## config.mk

```make
export PLATFORM = sky130hd
export DESIGN_NAME = aes_result_scanner
export DESIGN_NICKNAME = d
export VERILOG_FILES = /design/src/rtl/aes_result_scanner.sv
export SDC_FILE = /design/constraint.sdc
export NUM_CORES = 1
export LEC_CHECK = 0
export ABC_CLOCK_PERIOD_IN_PS = 3900
export CAP_MARGIN = 20
export CORE_AREA = 2 2 168 170
export CTS_BUF_LIST = sky130_fd_sc_hd__clkbuf_8
export DETAILED_ROUTE_END_ITERATION = 8
export DIE_AREA = 0 0 170 172
export DONT_BUFFER_PORTS = 1
export GPL_TIMING_DRIVEN = 0
export PLACE_DENSITY = 0.49
export SETUP_SLACK_MARGIN = 0.05
export SYNTH_ARGS = -nofsm -noshare
export SYNTH_HDL_FRONTEND = slang
export SYNTH_SLANG_ARGS = --single-unit
```

## constraint.sdc

```tcl
create_clock -name clk -period 3.9 [get_ports clk]
set_input_delay 0.78 -clock clk [delete_from_list [all_inputs] [get_ports clk]]
set_output_delay 0.78 -clock clk [all_outputs]
set_load 0.1 [all_outputs]
```

## src/rtl/aes_result_scanner.sv

```systemverilog
// Scans a 128-bit AES result block byte by byte (MSB first), converting each byte to
// 3-digit BCD with a sequential double-dabble engine and holding it for DWELL cycles.
module aes_result_scanner #(
   parameter int DWELL = 25000000,
   parameter bit LOOP  = 1'b0
) (
   input  logic         clk,
   input  logic         reset,
   input  logic         clear,
   input  logic         in_valid,
   output logic         in_ready,
   input  logic [127:0] in_block,
   output logic [11:0]  bcd_out,
   output logic         digit_valid,
   output logic [3:0]   byte_index,
   output logic         busy,
   output logic         done
);

   localparam int DW = (DWELL > 1) ? $clog2(DWELL) : 1;
   localparam logic [DW-1:0] DWELL_M1 = DW'(DWELL - 1);

   typedef enum logic [1:0] {S_IDLE, S_CONVERT, S_SHOW, S_DONE} state_t;

   state_t          state_q;
   logic [127:0]    block_q;
   logic [19:0]     work_q;
   logic [19:0]     work_d;
   logic [2:0]      iter_q;
   logic [DW-1:0]   dwell_q;
   logic [3:0]      idx_q;
   logic [11:0]     bcd_q;
   logic            dv_q;
   logic            done_q;

   // work_q = {hundreds, tens, units, binary}; one add-3-then-shift per cycle
   function automatic logic [19:0] dd_step(input logic [19:0] w);
      logic [19:0] t;
      t = w;
      for (int i = 0; i < 3; i++) begin
         if (t[8+4*i +: 4] >= 4'd5) t[8+4*i +: 4] = t[8+4*i +: 4] + 4'd3;
      end
      return t << 1;
   endfunction

   always_comb work_d = dd_step(work_q);

   always_ff @(posedge clk or negedge reset) begin
      if (!reset) begin
         state_q <= S_IDLE;
         block_q <= '0;
         work_q  <= '0;
         iter_q  <= '0;
         dwell_q <= '0;
         idx_q   <= '0;
         bcd_q   <= '0;
         dv_q    <= 1'b0;
         done_q  <= 1'b0;
      end else if (clear) begin
         state_q <= S_IDLE;
         idx_q   <= '0;
         bcd_q   <= '0;
         dv_q    <= 1'b0;
         done_q  <= 1'b0;
      end else begin
         done_q <= 1'b0;
         case (state_q)
            S_IDLE: begin
               if (in_valid) begin
                  block_q <= in_block;
                  work_q  <= {12'd0, in_block[127:120]};
                  iter_q  <= '0;
                  idx_q   <= '0;
                  dv_q    <= 1'b0;
                  state_q <= S_CONVERT;
               end
            end
            S_CONVERT: begin
               work_q <= work_d;
               iter_q <= iter_q + 3'd1;
               if (iter_q == 3'd7) begin
                  bcd_q   <= work_d[19:8];
                  dv_q    <= 1'b1;
                  dwell_q <= DWELL_M1;
                  state_q <= S_SHOW;
               end
            end
            S_SHOW: begin
               if (dwell_q == '0) begin
                  if (idx_q == 4'd15 && !LOOP) begin
                     done_q  <= 1'b1;
                     state_q <= S_DONE;
                  end else begin
                     // block is rotated so the current byte always sits at the top;
                     // after 16 rotations byte 0 is back in place for a loop restart
                     idx_q   <= idx_q + 4'd1;
                     block_q <= {block_q[119:0], block_q[127:120]};
                     work_q  <= {12'd0, block_q[119:112]};
                     iter_q  <= '0;
                     state_q <= S_CONVERT;
                  end
               end else begin
                  dwell_q <= dwell_q - 1'b1;
               end
            end
            S_DONE:  state_q <= S_IDLE;
            default: state_q <= S_IDLE;
         endcase
      end
   end

   assign in_ready    = (state_q == S_IDLE);
   assign busy        = (state_q != S_IDLE);
   assign bcd_out     = bcd_q;
   assign digit_valid = dv_q;
   assign byte_index  = idx_q;
   assign done        = done_q;

endmodule

```

==> key figures, run 1 <==
Synth
  – Number of flops mapped to enable cells by yosys: 0
  – Primary FF master, synth: dfrtp_1
  – Mapped Area: 9770 um^2
  – Syn_area_per_cell: 9.95 um^2
  – Synth warn: 0
  – Syn_nets: about 1100
  – Post-synth ARST share: 100%
  – Seq cells post-synth: 196
  – Synth unique cells: 44
  – Post-Synthesis Cells: 982
  – Sequential-to-total area share from yosys stat: between 50% and 60%

Setup path
  – R2r startpoint: byte_index[0]$_DFFE_PN0P_
  – Critical path launch point type: flip-flop
  – Max incr delay on CP: 0.80 ns
  – Slowest CP cell: dfrtp_1
  – Worst setup EP type: flip-flop
  – Cell family with most CP delay: simple AND/OR/NAND/NOR gates
  – Critical Path Start: byte_index[0]$_DFFE_PN0P_
  – WP data arrival: 4.01 ns
  – Required time worst endpoint: roughly 4.3 ns
  – Cell chain of the critical path: ha_1 -> and4_1 -> nor3_1 -> nand2b_1 -> or2_2 -> clkbuf_1 -> buf_2 -> mux2_2
  – Critical path class: reg2reg
  – Crit path max fanout: 10
  – R2R Setup Slk: 0.25 ns
  – CP Buf/Inv Count: 2

Timing
  – Worst hold slack: -0.0147 ns
  – Tcrit/Tclk final: 93.7%
  – Post-Route Skew: roughly 0.026 ns
  – Max Fclk: approximately 270 MHz
  – Tmin final: 3.65 ns
  – Slew Viols, Final: 0
  – Setup ws final: ~0.25 ns
  – Setup TNS: 0 ns
  – Final Setup Violations: 0
  – Headroom to the max-slew limit: 31.8%
  – Worst slew pin tran: 1.02 ns
  – RSZ-0062 raised after global routing: false
  – Final hold vios: 7

Detailed routing
  – DRC: 0
  – Initial detailed-routing violation count: 451
  – Post-detailed-route wirelength per cell: 19.8 um
  – Routed Antenna Nets: 0
  – WL final: 27000 um
  – First-pass DRT Iterations: 4
  – Vias per cell: 5.56
  – Via count: 7584

Clocking
  – Clock tree buffer depth: 2
  – Clock sinks: 196
  – Resized cells post-CTS: 0
  – CTS tree: done
  – Clk_lat worst skew: 0.48 ns
  – Clock root cell: clkbuf_8
  – Total CTS buffers: 17
  – Reg clk slew, reported paths: 0.12 ns
  – H-tree level count: 4
  – Postcts setup bufs: 0

Layout
  – Post-Layout Inst Area: 10700 um^2
  – Nets: 1150
  – Share of cells above drive strength 1: 6.00%
  – Synth-to-Final Area Change: 9.08%

Global routing
  – GRT Util Overall: 18.6%
  – Largest net degree at the start of global routing: 197
  – First-pass GRT wire length: 42800 um
  – Initial antenna violation count: 6
  – Global route total overflow: 0
  – Number of global-route vias before repair: 7569

Run
  – Max cap viols: 0

Power and ir drop
  – Worst VDD drop: 256 uV
  – Leakage power: approximately 4 nW
  – Pwr dens: 685 nW/um^2

Placed design
  – Pre-CTS worst setup slack: between 0.2 and 0.3 ns
  – Input/output buffers: 0
  – HPWL Detailed: 19000 um
  – Gpl congestion: 0.801
  – Dpl cell area: 10200 um^2

Status
  – Failing checks: hold timing
  – Status: finished with violations

Floorplan
  – Core Area: 27500 um^2
  – Row cnt: 61
  – Die Width: 170 um
  – Die Ht: 172 um
  – # IOs: 152
  – Initial Util: ~36%
  – Die area: 29200 um^2

Hold path
  – Hold WC Path Type: in2async
==> routing by layer <==
layer	wire (um)	vias to the layer above	part of all wire [%]	GRT usage (%)
met1	12300	3761	45	24.9
met4	125	6	0.46	3.01
li1	-	3656	-	-
met2	12900	148	48	30.2
met5	46	-	0.17	0
met3	1710	13	6.3	5.91
==> stage by stage <==
| stage | total power [mW] | std cells | utilization [%] |
|---|---|---|---|
| after floorplan | 5.16 | 982 | - |
| after global placement | 5.90 | 1328 | 37.1 |
| after detailed placement | 5.97 | 1330 | 37.3 |
| after CTS | 7.37 | 1362 | 38.8 |
| after global routing | 7.87 | 1362 | 38.8 |
| final | 7.30 | 1365 | 38.8 |
==> cell type report <==
type	count	area [um^2]
fillers	2767	16800
flip-flops and latches	196	4900
multi-input cells	691	4500
well taps	346	433
plain buffers	76	300
clock buffers	19	262
clock inverters	13	154
inverters	19	71.3
repair buffers	2	31.3
diodes	3	7.51
==> kinds of logic after synthesis <==
family                   Yosys count  synth area share [%]
AO/OA/AOI/OAI                    385                  21.1
XOR/XNOR                           6                 0.538
adder cells (fa/ha/maj)           15                  1.92
buffers and inverters             95                  3.80
flip-flops                       196                  50.2
multiplexers                     138                  14.2
AND/OR/NAND/NOR                  147                  8.22
==> path summary, 6_finish.rpt <==
check / end / depth (start not counted)
worst max-delay path: work_q[4]$_DFFE_PN0P_ / 8
worst min-delay path: bcd_out[3]$_DFFE_PN0P_ / 0
worst max register to register: work_q[4]$_DFFE_PN0P_ / 8
worst min register to register: work_q[3]$_DFFE_PN0P_ / 1
max in group asynchronous: block_q[85]$_DFFE_PN0P_ / 0
min in group clk: block_q[48]$_DFFE_PN0P_ / 2
==> where the power goes <==
part	total, mW	internal, mW	switching, mW	leakage (nW)
logic	2.68	0.958	1.72	1.43
registers	3.24	2.77	0.475	2.24
clock network	1.38	0.525	0.854	0.211
==> cell usage after synthesis, types with 9 or more instances <==
| cell type | instances | area share, % |
|---|---|---|
| nor2_1 | 21 | 0.81 |
| nand2_1 | 31 | 1.2 |
| o21ai_0 | 49 | 2.5 |
| ha_1 | 15 | 1.9 |
| buf_2 | 11 | 0.56 |
| a21oi_1 | 285 | 15 |
| dfrtp_1 | 196 | 50 |
| or4_1 | 9 | 0.69 |
| clkbuf_1 | 59 | 2.3 |
| inv_1 | 19 | 0.73 |
| mux2i_1 | 130 | 13 |
| nor3_1 | 13 | 0.67 |
| o31ai_1 | 17 | 1.3 |
| nand3_1 | 14 | 0.72 |
==> state kept, by name (all words and copies together) (netlist names) <==
signal / count
block_q: 128
dwell_q: 25
work_q: 20
bcd_out: 12
byte_index: 4
iter_q: 3
state_q: 2
digit_valid: 1
done: 1
==> placed cells by master, fill, tap and decap left out, types with 7 or more instances in the layout <==
cell,count
mux2_2,8
nand2b_1,7
or3_1,8
nand3_1,14
inv_1,19
nor2_1,21
clkbuf_8,19
buf_2,11
or4_1,9
o31ai_1,17
a211oi_1,7
clkbuf_1,59
dfrtp_1,196
ha_1,15
mux2i_1,130
nor3_1,13
nand4_1,8
o21ai_0,49
a22oi_1,7
nand2_1,31
a21oi_1,285
(Power assumes the default switching activity.)
==> run 2: changes to the inputs <==
--- a/config.mk
+++ b/config.mk
@@ -7,13 +7,14 @@
 export LEC_CHECK = 0
 export ABC_CLOCK_PERIOD_IN_PS = 3900
 export CAP_MARGIN = 20
-export CORE_AREA = 2 2 168 170
+export CORE_AREA = 2 2 123 125
 export CTS_BUF_LIST = sky130_fd_sc_hd__clkbuf_8
 export DETAILED_ROUTE_END_ITERATION = 8
-export DIE_AREA = 0 0 170 172
+export DIE_AREA = 0 0 125 127
 export DONT_BUFFER_PORTS = 1
-export GPL_TIMING_DRIVEN = 0
-export PLACE_DENSITY = 0.49
+export GPL_TIMING_DRIVEN = 1
+export PLACE_DENSITY = 0.83
+export RECOVER_POWER = 100
 export SETUP_SLACK_MARGIN = 0.05
 export SYNTH_ARGS = -nofsm -noshare
 export SYNTH_HDL_FRONTEND = slang
==> run 2 against run 1 <==
- combinational power decreased by 6%
- critical endpoint is now work_q[5]$_DFFE_PN0P_
- core utilization increased by 32 points
- first-iteration DRC count increased by 60%
- the flow still finishes with violations (hold timing)
==> key figures, run 2 (synthesis results as in run 1) <==
Status
  – Status: finished with violations
  – Failing checks: hold timing

Placed design
  – HPWL Detailed: 14400 um (-24%)
  – Placed Instances: 1105 (-17%)
  – Gpl congestion: 0.879 (+9.8%)
  – Input/output buffers: 0 (unchanged)

Clocking
  – Reg clk slew, reported paths: 0.09 ns (-0.03 ns)
  – Clk_lat worst skew: 0.47 ns (about the same)
  – H-tree level count: 4 (unchanged)
  – Resized cells post-CTS: 0 (unchanged)
  – CTS tree: done
  – Clock sinks: 196 (unchanged)
  – Postcts setup bufs: 0 (unchanged)
  – Total CTS buffers: 17 (unchanged)
  – Clock root cell: clkbuf_8
  – Clock tree buffer depth: 2 (unchanged)

Setup path
  – WP data arrival: 3.61 ns (-0.40 ns)
  – R2R Setup Slk: 0.65 ns (+0.40 ns)
  – Reg2reg path depth: 8 (unchanged)
  – Critical path launch point type: flip-flop
  – Slowest CP cell: clkbuf_1
  – Critical path class: reg2reg
  – Required time worst endpoint: 4.26 ns (about the same)
  – Max incr delay on CP: 0.99 ns (+0.19 ns)
  – Capturing point of the worst reg2reg path: work_q[5]$_DFFE_PN0P_
  – Crit path max fanout: 23 (+13)
  – Cell chain of the critical path: clkbuf_1 -> ha_1 -> and4_1 -> nor3_2 -> nand2b_1 -> buf_4 -> or2_2 -> mux2_2
  – Worst setup EP type: flip-flop
  – R2r startpoint: byte_index[0]$_DFFE_PN0P_

Layout
  – Storage cell area: 4900 um^2 (unchanged)
  – Synth-to-Final Area Change: 4.92%
  – Largest Register: block_q
  – Most common cell after layout, fill and taps aside: a21oi_1
  – Regs by FF count: block_q (128), dwell_q (25), work_q (20)
  – Share of cells above drive strength 1: 6.09% (+0.088 points)
  – Number of diodes: 0 (-3)
  – Nets: 1087 (-5.5%)
  – Layout Cells excl Fill: 1136 (-17%)
  – Most frequent cells in the layout: 285 x a21oi_1, 196 x dfrtp_1, 130 x mux2i_1, 49 x o21ai_0, 31 x nand2_1
  – Multi-input logic area: 4530 um^2 (+0.72%)
  – Fill cell count: 1097 (-60%)
  – Max reg flops: 128 (unchanged)

Floorplan
  – Initial Util: 67.7% (+32 points)
  – # IOs: 152 (unchanged)
  – Row cnt: 44 (-28%)
  – Die area: 15900 um^2 (-46%)
  – Die Width: 125 um (-26%)
  – Die Ht: 127 um (-26%)
  – Core Area: 14400 um^2 (-48%)

Detailed routing
  – WL final: 22400 um (-17%)
  – Routed Antenna Nets: 0 (unchanged)
  – Vias per cell: 6.61 (+19%)
  – Post-detailed-route wirelength per cell: 19.7 um (-0.34%)
  – Initial detailed-routing violation count: 722 (+60%)
  – DRC: 0 (unchanged)
  – Via count: 7512 (-0.95%)
  – First-pass DRT Iterations: 5 (+1)

Timing
  – Worst hold slack: -0.00358 ns (+0.0111 ns)
  – Slew Viols, Final: 0 (unchanged)
  – Tmin final: 3.25 ns (-0.404 ns)
  – Tcrit/Tclk final: 83.3% (-10 points)
  – Final Setup Violations: 0 (unchanged)
  – Headroom to the max-slew limit: 8.36% (-23 points)
  – Max Fclk: 308 MHz (+12%)
  – RSZ-0062 raised after global routing: false
  – Final hold vios: 2 (-5)
  – Worst slew pin tran: 1.37 ns (+0.351 ns)
  – Post-Route Skew: 0.0170 ns (-0.00869 ns)
  – Setup TNS: 0 ns (unchanged)

Global routing
  – Global route total overflow: 0 (unchanged)
  – Initial antenna violation count: 0 (-6)
  – Number of global-route vias before repair: 7469 (-1.3%)
  – First-pass GRT wire length: 37600 um (-12%)
  – Largest net degree at the start of global routing: 197 (unchanged)
  – GRT Util Overall: 29.0% (+10 points)

Power and ir drop
  – Pwr dens: 685 nW/um^2 (+0.10%)
  – Worst VDD drop: 531 uV (+110%)
  – Leakage power: 3.81 nW (-2.2%)

Run
  – Max cap viols: 0 (unchanged)

Hold path
  – Hold WC Path Type: in2async
[run 2: worst max path at each step]
stage	cells after the start	endpoint	slack, ns	from
after floorplan	9	work_q[4]$_DFFE_PN0P_	0.95	state_q[0]$_DFFE_PN0P_
after global placement	7	dwell_q[15]$_DFFE_PN0P_	1.27	state_q[0]$_DFFE_PN0P_
after detailed placement	7	dwell_q[10]$_DFFE_PN0P_	1.17	state_q[0]$_DFFE_PN0P_
after CTS	7	dwell_q[10]$_DFFE_PN0P_	1.15	state_q[0]$_DFFE_PN0P_
after global routing	8	work_q[1]$_DFFE_PN0P_	0.49	byte_index[0]$_DFFE_PN0P_
final	8	work_q[5]$_DFFE_PN0P_	0.65	byte_index[0]$_DFFE_PN0P_
[run 2: metal layers]
metal / GRT usage (%) / up-vias / part of all wire, %
met2: 44.7 / 224 / 48
met4: 9.74 / 0 / 2.3
met1: 39.7 / 3731 / 43
met5: 0 / - / 0
li1: - / 3517 / -
met3: 9.09 / 40 / 7.1
[run 2: metrics by stage]
| step | setup slack [ns] | cell area [um^2] | power [mW] | utilization (%) | hold slack (ns) |
|---|---|---|---|---|---|
| 6_report | 0.651 | 10300 | 7.03 | 71.1 | -0.00358 |
| 5_1_grt | 0.486 | 10300 | 7.52 | 71.1 | -0.0285 |
| 4_1_cts | 1.15 | 10300 | 7.04 | 71.2 | -0.0278 |
| 3_5_place_dp | 1.17 | 9900 | 5.77 | 68.6 | 0.489 |
| 3_3_place_gp | 1.27 | 9900 | 5.67 | 68.6 | 0.489 |
| 2_1_floorplan | 0.951 | 9770 | 5.16 | - | 0.475 |
[run 2: cell type report]
class,instances,share of cell area [%]
clock buffers,20,2.68
clock inverters,11,1.00
inverters,19,0.696
multi-input cells,691,44.2
flip-flops and latches,196,47.8
well taps,184,2.25
repair buffers,15,1.37
[run 2: where the power goes]
| part | leakage (nW) | internal, mW | switching [mW] |
|---|---|---|---|
| clock network | 0.198 | 0.556 | 0.716 |
| logic | 1.36 | 0.916 | 1.60 |
| registers | 2.24 | 2.77 | 0.464 |
[run 2: critical path, delay by kind of cell, from the launching register on]
kind	cells	cell delay, ns
adder cells (fa/ha/maj)	1	0.37
buffers and inverters	2	1.19
flip-flops	1	0.33
multiplexers	1	0.39
AND/OR/NAND/NOR	4	0.85
==> run 3: changes to the inputs <==
--- a/config.mk
+++ b/config.mk
@@ -5,15 +5,16 @@
 export SDC_FILE = /design/constraint.sdc
 export NUM_CORES = 1
 export LEC_CHECK = 0
-export ABC_CLOCK_PERIOD_IN_PS = 3900
+export ABC_AREA = 1
+export ABC_CLOCK_PERIOD_IN_PS = 3000
 export CAP_MARGIN = 20
-export CORE_AREA = 2 2 123 125
+export CORE_AREA = 2 2 129 131
 export CTS_BUF_LIST = sky130_fd_sc_hd__clkbuf_8
 export DETAILED_ROUTE_END_ITERATION = 8
-export DIE_AREA = 0 0 125 127
+export DIE_AREA = 0 0 131 133
 export DONT_BUFFER_PORTS = 1
 export GPL_TIMING_DRIVEN = 1
-export PLACE_DENSITY = 0.83
+export PLACE_DENSITY = 0.8
 export RECOVER_POWER = 100
 export SETUP_SLACK_MARGIN = 0.05
 export SYNTH_ARGS = -nofsm -noshare
==> constraint.sdc (replaced) <==
create_clock -name clk -period 3 [get_ports clk]
set_input_delay 0.6 -clock clk [delete_from_list [all_inputs] [get_ports clk]]
set_output_delay 0.6 -clock clk [all_outputs]
set_load 0.1 [all_outputs]
==> run 3 against run 2 <==
- the flow still finishes with violations (hold timing)
- fmax is 21% higher
- die area increased by 9.8%
- critical path depth fell by 2
- critical path type unchanged
==> key figures, run 3 <==
Power and ir drop
  – Sequential power share: 43.9% (-2.1 points)
  – Sw frac: 40.2% (+0.58 points)
  – Comb pwr share: 37.7% (+1.8 points)
  – Clock network fraction of total power: 18.4% (+0.3 points)
  – Leakage power: 4.64 nW (+22%)
  – Pwr dens: 942 nW/um^2 (+37%)
  – Psw: 3.99 mW (+43%)
  – Internal power: 5.93 mW (+40%)
  – Pwr Total: 9.92 mW (+41%)
  – Worst VDD drop: 521 uV (-2.0%)

Timing
  – Final hold vios: 196 (+194)
  – Worst slew pin tran: 1.29 ns (-0.0810 ns)
  – Setup TNS: 0 ns (unchanged)
  – Tmin final: 2.68 ns (-0.568 ns)
  – Worst hold slack: -0.183 ns (-0.179 ns)
  – Max Fclk: 373 MHz (+21%)
  – Headroom to the max-slew limit: 13.8% (+5.4 points)
  – Post-Route Skew: 0.0163 ns (-0.000745 ns)
  – Tcrit/Tclk final: 89.3% (+6.0 points)
  – Slew Viols, Final: 0 (unchanged)
  – RSZ-0062 raised after global routing: false
  – Setup ws final: 0.320 ns (-0.332 ns)
  – Final Setup Violations: 0 (unchanged)

Synth
  – Primary FF master, synth: dfrtp_1
  – Compound-cell area share of the yosys netlist: 14.9% (-6.2 points)
  – Post-Synthesis Cells: 1112 (+13%)
  – Largest cells by area after synthesis: dfrtp_1 47%, mux2i_1 12%, nand2_1 10%
  – Syn_area_per_cell: 9.39 um^2 (-5.7%)
  – Post-Synth XOR/XNOR Area: 0.923% (+0.39 points)
  – Synth unique cells: 33 (-25%)
  – Post-synthesis simple-gate area fraction: 18.0% (+9.7 points)
  – Multiplexer share of the synthesized area: 11.5% (-2.7 points)
  – Post-synth ARST share: 100% (unchanged)
  – Sequential-to-total area share from yosys stat: 47.0% (-3.2 points)
  – Synth warn: 0 (unchanged)
  – Most numerous cell in the Yosys netlist: nand2_1
  – Largest family of logic cells by synthesized area: simple AND/OR/NAND/NOR gates
  – Share of the synthesized area in the top cell type: 47.0% (-3.2 points)
  – Synth top cells by count: 292 x nand2_1, 196 x dfrtp_1, 120 x mux2i_1, 120 x o21ai_2, 67 x nor2_1
  – Mapped Area: 10400 um^2 (+6.8%)
  – Syn_nets: 1259 (+12%)
  – Seq cells post-synth: 196 (unchanged)
  – Area share of fa/ha/maj cells after synthesis: 1.80% (-0.12 points)
  – Number of flops mapped to enable cells by yosys: 0 (unchanged)
  – Cell taking the most area after synthesis: dfrtp_1

Detailed routing
  – WL final: 21800 um (-2.6%)
  – Via count: 7462 (-0.67%)
  – Initial detailed-routing violation count: 488 (-32%)
  – DRC: 0 (unchanged)
  – First-pass DRT Iterations: 7 (+2)
  – Routed Antenna Nets: 0 (unchanged)
  – Vias per cell: 5.66 (-14%)
  – Post-detailed-route wirelength per cell: 16.6 um (-16%)

Layout
  – Number of diodes: 0 (unchanged)
  – Most common cell after layout, fill and taps aside: nand2_1
  – Most frequent cells in the layout: 294 x nand2_1, 196 x dfrtp_1, 153 x o21ai_0, 120 x mux2i_1, 67 x nor2_1
  – Share of cells above drive strength 1: 7.37% (+1.3 points)
  – Post-Layout Inst Area: 10500 um^2 (+2.7%)
  – Regs by FF count: block_q (128), dwell_q (25), work_q (20)
  – Largest Register: block_q
  – Max reg flops: 128 (unchanged)
  – Nets: 1233 (+13%)
  – Synth-to-Final Area Change: 0.839%
  – Fill cell count: 1419 (+29%)

Floorplan
  – # IOs: 152 (unchanged)
  – Row cnt: 47 (+6.8%)
  – Die Width: 131 um (+4.8%)
  – Die area: 17400 um^2 (+9.8%)
  – Initial Util: 64.5% (-3.2 points)
  – Die Ht: 133 um (+4.7%)
  – Core Area: 16200 um^2 (+12%)

Placed design
  – HPWL Detailed: 14900 um (+3.4%)
  – Pre-CTS worst setup slack: 0.531 ns (-0.641 ns)
  – Gpl congestion: 0.959 (+9.0%)
  – Input/output buffers: 0 (unchanged)
  – Dpl cell area: 10500 um^2 (+6.2%)

Global routing
  – Number of global-route vias before repair: 7293 (-2.4%)
  – Largest net degree at the start of global routing: 197 (unchanged)
  – GRT Util Overall: 26.3% (-2.7 points)
  – Met3 Use GR: 7.40% (-1.7 points)
  – Busiest grt layer: met2
  – Global route total overflow: 0 (unchanged)
  – Met1 usage: 36.6% (-3.1 points)
  – Met2 usage: 40.1% (-4.6 points)
  – Initial antenna violation count: 0 (unchanged)
  – First-pass GRT wire length: 36300 um (-3.5%)

Clocking
  – Reg clk slew, reported paths: 0.09 ns (about the same)
  – Resized cells post-CTS: 0 (unchanged)
  – H-tree level count: 4 (unchanged)
  – Postcts setup bufs: 0 (unchanged)
  – Clock tree buffer depth: 2 (unchanged)
  – Clock root cell: clkbuf_8
  – Clock sinks: 196 (unchanged)
  – CTS tree: done
  – Total CTS buffers: 17 (unchanged)
  – Clk_lat worst skew: 0.48 ns (about the same)

Setup path
  – Slowest CP cell: clkbuf_1
  – Cell chain of the critical path: clkbuf_1 -> nand3_1 -> nor2_1 -> nor4_2 -> nand2_2 -> o21ai_0
  – WP data arrival: 3.00 ns (-0.61 ns)
  – Critical path launch point type: flip-flop
  – Reg2reg path depth: 6 (-2)
  – Cell family with most CP delay: simple AND/OR/NAND/NOR gates
  – Crit path max fanout: 44 (+91%)
  – Critical path class: reg2reg
  – R2r startpoint: byte_index[3]$_DFFE_PN0P_
  – Critical Path Start: byte_index[3]$_DFFE_PN0P_
  – Levels on crit path: 6 (-2)
  – Worst setup EP type: flip-flop
  – Required time worst endpoint: 3.32 ns (-0.94 ns)
  – R2R Setup Slk: 0.32 ns (-0.33 ns)
  – Max incr delay on CP: 0.95 ns (-0.04 ns)
  – CP Buf/Inv Count: 1 (-1)
  – Capturing point of the worst reg2reg path: work_q[10]$_DFFE_PN0P_
  – Critical path endpoint: work_q[10]$_DFFE_PN0P_

Run
  – Max cap viols: 0 (unchanged)

Status
  – Status: finished with violations
  – Failing checks: hold timing

Hold path
  – Hold WC Path Type: in2async
-- run 3: changes by cell type after synthesis, sizes merged, moves of 26 or more --
cell,before,now
nand2,31,297
inv,19,52
nor2,21,72
o21ai,49,179
a21oi,285,7
clkbuf,60,18
nand3,14,61
buf,16,42
-- run 3: power by group through the flow --
stage	Clock, mW	Sequential [mW]	Combinational [mW]
2_1_floorplan	0	4.16	3.95
3_3_place_gp	0	4.36	4.27
3_5_place_dp	0	4.38	4.46
4_1_cts	1.86	4.35	4.46
5_1_grt	1.96	4.47	4.26
6_report	1.83	4.35	3.74
-- run 3: cells by family after synthesis --
| group | after synthesis |
|---|---|
| AO/OA/AOI/OAI | 207 |
| adder cells (fa/ha/maj) | 15 |
| AND/OR/NAND/NOR | 451 |
| buffers and inverters | 112 |
| multiplexers | 120 |
| flip-flops | 196 |
| XOR/XNOR | 11 |
-- run 3: worst register-to-register path: stages (launching register included) --
cell and delay [ns]:
dfrtp_1 0.36, clkbuf_1 0.95, nand3_1 0.19, nor2_1 0.21, nor4_2 0.07, nand2_2 0.53, o21ai_0 0.22
-- run 3: how the worst min path moves through the flow --
stage,depth (start not counted),end,start
6_report,0,dwell_q[5]$_DFFE_PN0P_,reset
5_1_grt,0,block_q[80]$_DFFE_PN0P_,reset
4_1_cts,0,block_q[21]$_DFFE_PN0P_,reset
3_5_place_dp,0,block_q[105]$_DFFE_PN0P_,reset
3_3_place_gp,0,block_q[105]$_DFFE_PN0P_,reset
2_1_floorplan,0,bcd_out[0]$_DFFE_PN0P_,reset
-- run 3: cell type report --
class | instances | area (um^2) | area share [%]
Clock inverter | 12 | 153 | 1.45
Inverter | 52 | 195 | 1.85
Timing Repair Buffer | 15 | 184 | 1.75
Sequential cell | 196 | 4900 | 46.6
Clock buffer | 20 | 275 | 2.62
Multi-Input combinational cell | 804 | 4540 | 43.1
Tap cell | 220 | 275 | 2.62
-- run 3: stage by stage --
stage	util, %	std cells
after floorplan	-	1112
after global placement	65.0	1287
after detailed placement	65.0	1287
after CTS	67.6	1319
after global routing	65.1	1319
final	65.1	1319
-- run 3: metal layers --
metal / up-vias / part of all wire [%]
met4: 0 / 2.2
li1: 3663 / -
met5: - / 0
met1: 3573 / 43
met2: 190 / 48
met3: 36 / 6.3
